**src/rtl/hex_entry.sv**
```systemverilog
// rtl/hex_entry.sv - four-button hex word editor with valid/ready commit
//
// Purpose: edits a 16-bit word one nibble at a time from debounced buttons,
// drives the display source and cursor blink, and hands a committed copy of
// the word to the core over a valid/ready handshake.
//
// Ports:
//   clk     system clock
//   rst     asynchronous reset, active high
//   btn     debounced button levels: [0]=inc [1]=dec [2]=cursor [3]=commit
//   value   word currently being edited
//   cursor  nibble being edited, 0 = bits [3:0]
//   blink   cursor blink phase for digit blanking
//   data    committed word presented to the core
//   valid   data is valid and awaiting acceptance
//   ready   core accepts data when valid & ready at a clk edge

module hex_entry #(
  parameter logic [23:0] REPEAT_DELAY  = 24'd5000000,
  parameter logic [23:0] REPEAT_PERIOD = 24'd1000000,
  parameter logic [23:0] BLINK_HALF    = 24'd4000000
) (
  input  logic        clk,
  input  logic        rst,
  input  logic [3:0]  btn,
  output logic [15:0] value,
  output logic [1:0]  cursor,
  output logic        blink,
  output logic [15:0] data,
  output logic        valid,
  input  logic        ready
);

  typedef enum logic {
    S_IDLE = 1'b0,
    S_PEND = 1'b1
  } state_t;

  state_t      state, state_nx;
  logic        load_data;

  logic [3:0]  btn_q;     // previous button levels
  logic [3:0]  press_q;   // registered rising edges; acts one cycle later
  logic [23:0] rpt;
  logic [23:0] blink_cnt;

  logic        one_held;
  logic        edit_press;
  logic        any_press;
  logic        rpt_fire;
  logic        step_inc;
  logic        step_dec;
  logic [3:0]  nib_idx;
  logic [3:0]  nib;
  logic [3:0]  nib_nx;
  logic [15:0] value_nx;
  logic [23:0] rpt_nx;

  // Edge detection: press_q is registered so edits land two edges after btn
  // rises, leaving the held levels in btn_q aligned with press_q for the
  // repeat counter.
  always_ff @(posedge clk or posedge rst) begin
    if (rst) begin
      btn_q   <= 4'd0;
      press_q <= 4'd0;
    end else begin
      btn_q   <= btn;
      press_q <= btn & ~btn_q;
    end
  end

  assign one_held   = btn_q[0] ^ btn_q[1];
  assign edit_press = press_q[0] | press_q[1];
  assign any_press  = |press_q;

  // A repeat step fires only while exactly one of inc/dec is held and no
  // fresh press is being handled this cycle.
  assign rpt_fire = one_held && !edit_press && (rpt == REPEAT_DELAY - 24'd1);
  assign step_inc = press_q[0] | (rpt_fire & btn_q[0]);
  assign step_dec = press_q[1] | (rpt_fire & btn_q[1]);

  // After a step the counter restarts part-way so later steps fall
  // REPEAT_PERIOD cycles apart instead of REPEAT_DELAY.
  always_comb begin
    rpt_nx = rpt + 24'd1;
    if (!one_held || edit_press) begin
      rpt_nx = 24'd0;
    end else if (rpt_fire) begin
      rpt_nx = REPEAT_DELAY - REPEAT_PERIOD;
    end
  end

  always_ff @(posedge clk or posedge rst) begin
    if (rst) begin
      rpt <= 24'd0;
    end else begin
      rpt <= rpt_nx;
    end
  end

  // Nibble edit at the current (pre-move) cursor; no carry between nibbles,
  // and simultaneous inc/dec cancel.
  assign nib_idx = {cursor, 2'b00};

  always_comb begin
    nib = value[nib_idx +: 4];
    nib_nx = nib;
    case ({step_inc, step_dec})
      2'b10:   nib_nx = nib + 4'd1;
      2'b01:   nib_nx = nib - 4'd1;
      default: nib_nx = nib;
    endcase
    value_nx = value;
    value_nx[nib_idx +: 4] = nib_nx;
  end

  always_ff @(posedge clk or posedge rst) begin
    if (rst) begin
      value  <= 16'd0;
      cursor <= 2'd0;
    end else begin
      value <= value_nx;
      if (press_q[2]) begin
        cursor <= cursor + 2'd1;
      end
    end
  end

  // Blink restarts in the visible phase on any press.
  always_ff @(posedge clk or posedge rst) begin
    if (rst) begin
      blink_cnt <= 24'd0;
      blink     <= 1'b0;
    end else if (any_press) begin
      blink_cnt <= 24'd0;
      blink     <= 1'b0;
    end else if (blink_cnt == BLINK_HALF - 24'd1) begin
      blink_cnt <= 24'd0;
      blink     <= ~blink;
    end else begin
      blink_cnt <= blink_cnt + 24'd1;
    end
  end

  // Commit handshake. data captures value before any same-cycle edit.
  always_ff @(posedge clk or posedge rst) begin
    if (rst) begin
      state <= S_IDLE;
      data  <= 16'd0;
    end else begin
      state <= state_nx;
      if (load_data) begin
        data <= value;
      end
    end
  end

  always_comb begin
    state_nx  = state;
    load_data = 1'b0;
    case (state)
      S_IDLE: begin
        if (press_q[3]) begin
          load_data = 1'b1;
          state_nx  = S_PEND;
        end
      end
      S_PEND: begin
        if (ready) begin
          state_nx = S_IDLE;
        end
      end
      default: state_nx = S_IDLE;
    endcase
  end

  assign valid = (state == S_PEND);

endmodule
```
**config.mk**
```make
export PLATFORM = sky130hd
export DESIGN_NAME = hex_entry
export DESIGN_NICKNAME = d
export VERILOG_FILES = /design/src/rtl/hex_entry.sv
export SDC_FILE = /design/constraint.sdc
export NUM_CORES = 1
export LEC_CHECK = 0
export CAP_MARGIN = 20
export CELL_PAD_IN_SITES_DETAIL_PLACEMENT = 1
export CELL_PAD_IN_SITES_GLOBAL_PLACEMENT = 2
export CORE_MARGIN = 2
export CORE_UTILIZATION = 37
export CTS_CLUSTER_SIZE = 20
export DETAILED_ROUTE_END_ITERATION = 10
export PLACE_DENSITY_LB_ADDON = 0.1
export SKIP_CTS_REPAIR_TIMING = 1
export SLEW_MARGIN = 20
export SYNTH_ARGS = -nofsm -noshare
export SYNTH_HDL_FRONTEND = slang
export SYNTH_SLANG_ARGS = --single-unit
```
**constraint.sdc**
```tcl
create_clock -name clk -period 4.1 [get_ports clk]
set_clock_uncertainty 0.1 [all_clocks]
set_input_delay 0.82 -clock clk [delete_from_list [all_inputs] [get_ports clk]]
set_output_delay 0.82 -clock clk [all_outputs]
set_load 0.05 [all_outputs]
```
== Word level (Yosys, flattened, before mapping) ==
Cells that the tools add are included.
Word-level totals
  bits in registers: 92
  bits in latches: 0
  RAM bits: 0
  memory bits (read-only): 0
  input port bits: 7
  output and inout port bits: 36
  logic and storage cells: 51
  memories: 0
Cells by class
  add/sub/neg operators: 6
  multiply operators: 0
  divide/modulo/power cells: 0
  $lt $le $gt $ge: 0
  eq/ne operators: 4
  shift-type cells: 3
  multiplexer cells: 12
  bitwise logic cells: 10
  reduce and logical (&&, ||, !) cells: 7
Operator list (count)
  24-bit 2-to-1 mux: 4
  24-bit by 1-bit adder with 24-bit output, second input constant: 2
  24-bit by 22-bit equality test with 1-bit output, second input constant: 1
  24-bit by 23-bit equality test with 1-bit output, second input constant: 1
  16-bit bitwise mux: 1
  4-bit by 6-bit variable shift with 16-bit output, first input constant: 1
  16-bit by 5-bit variable part select with 4-bit output: 1
  4-bit by 6-bit variable part select with 16-bit output: 1
  4-bit one-hot mux with 2 select lines: 1
  4-bit negation with 6-bit output: 1
  1-bit 2-to-1 mux: 5
  4-bit by 1-bit adder with 4-bit output, second input constant: 1
  4-bit AND: 1
  4-bit inverter: 1
  4-bit OR reduction: 1
  4-bit by 1-bit subtractor with 4-bit output, second input constant: 1
  1-bit OR: 3
  2-bit by 1-bit adder with 2-bit output, second input constant: 1
  1-bit AND: 2
  2-bit by 1-bit equality test with 1-bit output, second input constant: 1
  2-bit equality test, second input constant: 1
  1-bit logical AND: 2
  1-bit zero test: 2
  1-bit inverter: 2
  4 further kinds: 4

== Longest topological paths before layout ==
  word-level depth: 10
  mapped depth: 13
  mapped depth without buffers: 13

== Worst setup path after synthesis ==
OpenSTA, ideal clock, no wires.
  path type: flip-flop to flip-flop
  from: register rpt[0]
  to: register value[11]
  setup time: 0.126 ns
  arrival: 3.176 ns
  data required time: 3.874 ns
  path slack: 0.698 ns
  cell stages (with the launch flop): 14
  path buffers: 0
  path through: dfrtp_1 > ha_1 > and4_4 > nand2_2 > or4_4 > nor2_1 > a21oi_1 > ha_1 > ha_1 > or3b_2 > a21oi_1 > a31o_2 > nor4_1 > a221o_1
On the way
  cells in the longest elaborated chain, start to end: 8
  elaborated cells on any way between the ends: 11
Ends and longest elaborated chain
  start, declared: line 44  | logic [23:0] rpt;
  start signal, assigned: line 97  | rpt <= rpt_nx;
  24-bit by 23-bit equality test with 1-bit output (*): line 78  | assign rpt_fire = one_held && !edit_press && (rpt == REPEAT_DELAY - 24'd1);
  1-bit logical AND (*): line 78
  1-bit AND (on tied branches): line 80, 79
  1-bit OR (on tied branches): line 80, 79
  2-bit by 1-bit equality test with 1-bit output or 2-bit equality test (tied branches): line 108  | case ({step_inc, step_dec})
  4-bit one-hot mux with 2 select lines (*): line 108
  4-bit by 6-bit variable part select with 16-bit output (*): line 114  | value_nx[nib_idx +: 4] = nib_nx;
  16-bit bitwise mux (*): line 114
  end signal, assigned: line 122  | value <= value_nx;
  end, declared: line 26  | output logic [15:0] value,
Every way passes the cells marked *; elsewhere a longest branch is shown, timed or not.
A chain may end at the register's enable or synchronous reset.

== Worst setup path after layout ==
Ends and elaborated chain as after synthesis.

==> run metrics <==
initial drt markers 108; Final Cycle Share 0.894; Top FF cell, synth dfrtp_1; most frequent cells in the layout dfrtp_1 (92), nor2_1 (62), clkdlybuf4s50_1 (42), xnor2_1 (31), inv_1 (26); Num Clock Sinks ~90; Critical Path Sink value[11]; post-route ant nets 0; Worst Setup Start Kind flop; H-tree levels 3; synth-to-layout area growth 19.2%; Yosys Warn Count 0; Post-route DRC 0; total CTS buffers 9; Post-Syn Area roughly 0.0044 mm2; Fmax 0.273 GHz; Die Width roughly 110 um; final hold violations 0; RSZ-0062 raised after global routing no; syn nets ~440; Met3 Routed Length between 300 and 400 um; WP data arrival about 3.8 ns; max layer used met4; number of buffers and inverters on the critical path 0; Crit. Startpoint rpt[0]; final worst path period need between 3 and 4 ns; Crit-path slowest cell or4_4; Crit path depth 13; synthesized area per cell around 11 um2; max cap viols 0; CTS tree built; total track usage 0.174; sequential share of the synthesized area 0.519; Max Buffers Root-to-Sink 2; #FFs+latches synth 92; routed vias around 3,200; final core occ 0.457; vias in the first global route approximately 3,300; Area contributors post-synth dfrtp_1 (52%), xnor2_1 (6.1%), nor2_1 (5.2%), xor2_1 (3.2%), ha_1 (2.5%); Power, Total approximately 3000 uW; status completed; Total Routed Length a little over 10 mm; CP peak stage delay 0.54 ns; critical path fanouts, max 6; Hold Path Class flop to flop; fin nets about 480; r2r endpoint value[11]; vias per inst about 5.2; Unique masters post-synth 53; Relative slew margins 0.399; commonest non-fill, non-tap cell in the layout dfrtp_1; die area approximately 0.013 mm2; post-DP HPWL 7.31 mm; # rows 39; port bufs 42; TNS Setup 0 ns; Die H 113 um; Data required, critical path 4.23 ns; WS Path Type flop to flop; Worst-Skew Late Latency around 0.35 ns; Synth top area share 0.519; grt total ovfl 0; Pleak 0.00219 uW; total length of routed met2 wires ~4.8 mm; number of enable flip-flop cells after synthesis 0; CP Capture Type flop; largest net degree at the start of global routing 48; antenna cells 0; cells along the critical path ha_1, and4_4, nand2_2, or4_4, nor2_1, a21oi_1, ha_1, ha_1, or3b_2, a21oi_1, a31o_2, nor4_1, a221o_1; PwrDens between 500 and 600 mW/mm2; DRT met1 WL approximately 5 mm; wire length per cell approximately 17 um; Async SR Flop Fraction 1.00; Reg-to-Reg Start rpt[0]; Final Non-Filler Cells around 600; core area approximately 0.012 mm2; FILL cells roughly 1,300; Slew Viols, Final 0; crit-path leading delay family simple AND/OR/NAND/NOR gates; Pre-antenna DRT Iters 4; Worst path most repeated cell ha_1; clock slew at reported path FFs about 0.070 ns; routability cong. a little under 0.8; root buf cell clkbuf_16; IO Pins 43; first-pass GRT wire length between 15 and 20 mm; Gate Count Post-Synth 420; leading area contributor after synthesis dfrtp_1; Initial Util 0.383; reg2reg setup slack between 0.4 and 0.5 ns; cells on worst reg2reg path 13; proportion of layout cells with a drive suffix above 1 0.0985; setup violators final 0; Peak VDD IR between 0.4 and 0.5 mV; Cells after DPL a little under 600; initial antenna violation count 0; Slew @ Worst Pin approximately 0.9 ns
==> through the flow <==
stage	setup slack, ns	hold WS [ns]	area (um2)
after floorplan	0.698	0.278	4430
after global placement	0.541	0.286	4960
after detailed placement	0.420	0.287	4960
after CTS	0.426	0.293	5280
after global routing	0.257	0.315	5280
final	0.435	0.285	5280
==> flip-flops by register name, summed over array words and instances, names as in the netlist <==
name and count:
blink 1, blink_cnt 24, btn_q 4, cursor 2, data 16, press_q 4
rpt 24, valid 1, value 16
==> routing by layer <==
metal,vias up,global-route usage
li1,1520,-
met1,1606,0.244
met2,37,0.265
met3,12,0.0462
met4,0,0.0537
met5,-,0
==> worst reg2reg max path, cell delays in order (launching register included) <==
cell	delay, ns
dfrtp_1	0.36
ha_1	0.22
and4_4	0.27
nand2_2	0.07
or4_4	0.54
nor2_1	0.16
a21oi_1	0.09
ha_1	0.25
ha_1	0.35
or3b_2	0.47
a21oi_1	0.16
a31o_2	0.18
nor4_1	0.07
a221o_1	0.26
==> where the power goes <==
| group | internal, uW | switching (uW) |
|---|---|---|
| Clock | 550 | 348 |
| Sequential | 1010 | 118 |
| Combinational | 314 | 616 |
==> cell type report <==
cell class,count,area (um2),area share
clock inverter,6,87.6,0.0166
inverter,27,104,0.0197
sequential,92,2300,0.436
timing repair buffer,43,440,0.0834
clock buffer,10,239,0.0452
tap,143,179,0.0339
multi-input combinational,289,1930,0.365
==> worst min path at each step <==
stage          startpoint         end  slack [ns]  cells past startpoint
3_5_place_dp     btn_q[3]  press_q[3]        0.29                      1
5_1_grt          btn_q[3]  press_q[3]        0.31                      1
4_1_cts          btn_q[3]  press_q[3]        0.29                      1
2_1_floorplan    btn_q[2]  press_q[2]        0.28                      1
3_3_place_gp     btn_q[3]  press_q[3]        0.29                      1
6_report         btn_q[3]  press_q[3]        0.28                      1
==> Yosys cell counts (all sizes together) (7+ instances only) <==
library cell  count
a21oi            10
and3              9
and4              7
buf               8
dfrtp            92
ha                9
inv              27
mux2              9
nand2            25
nand3            22
nand4             7
nor2             62
nor3             10
nor4             11
o21ai            13
o22ai             8
xnor2            31
xor2             16
==> logic make-up (layout without fill, tap and decap cells) <==
kind of cell	after synthesis	count (layout)	synth area share
AND/OR/NAND/NOR	176	176	0.207
flip-flops	92	92	0.519
XOR/XNOR	47	47	0.0929
AO/OA/AOI/OAI	43	43	0.0649
buffers and inverters	39	86	0.0452
multiplexers	13	13	0.0412
adder cells (fa/ha/maj)	10	10	0.0299
Power figures use the tool's default switching activity.
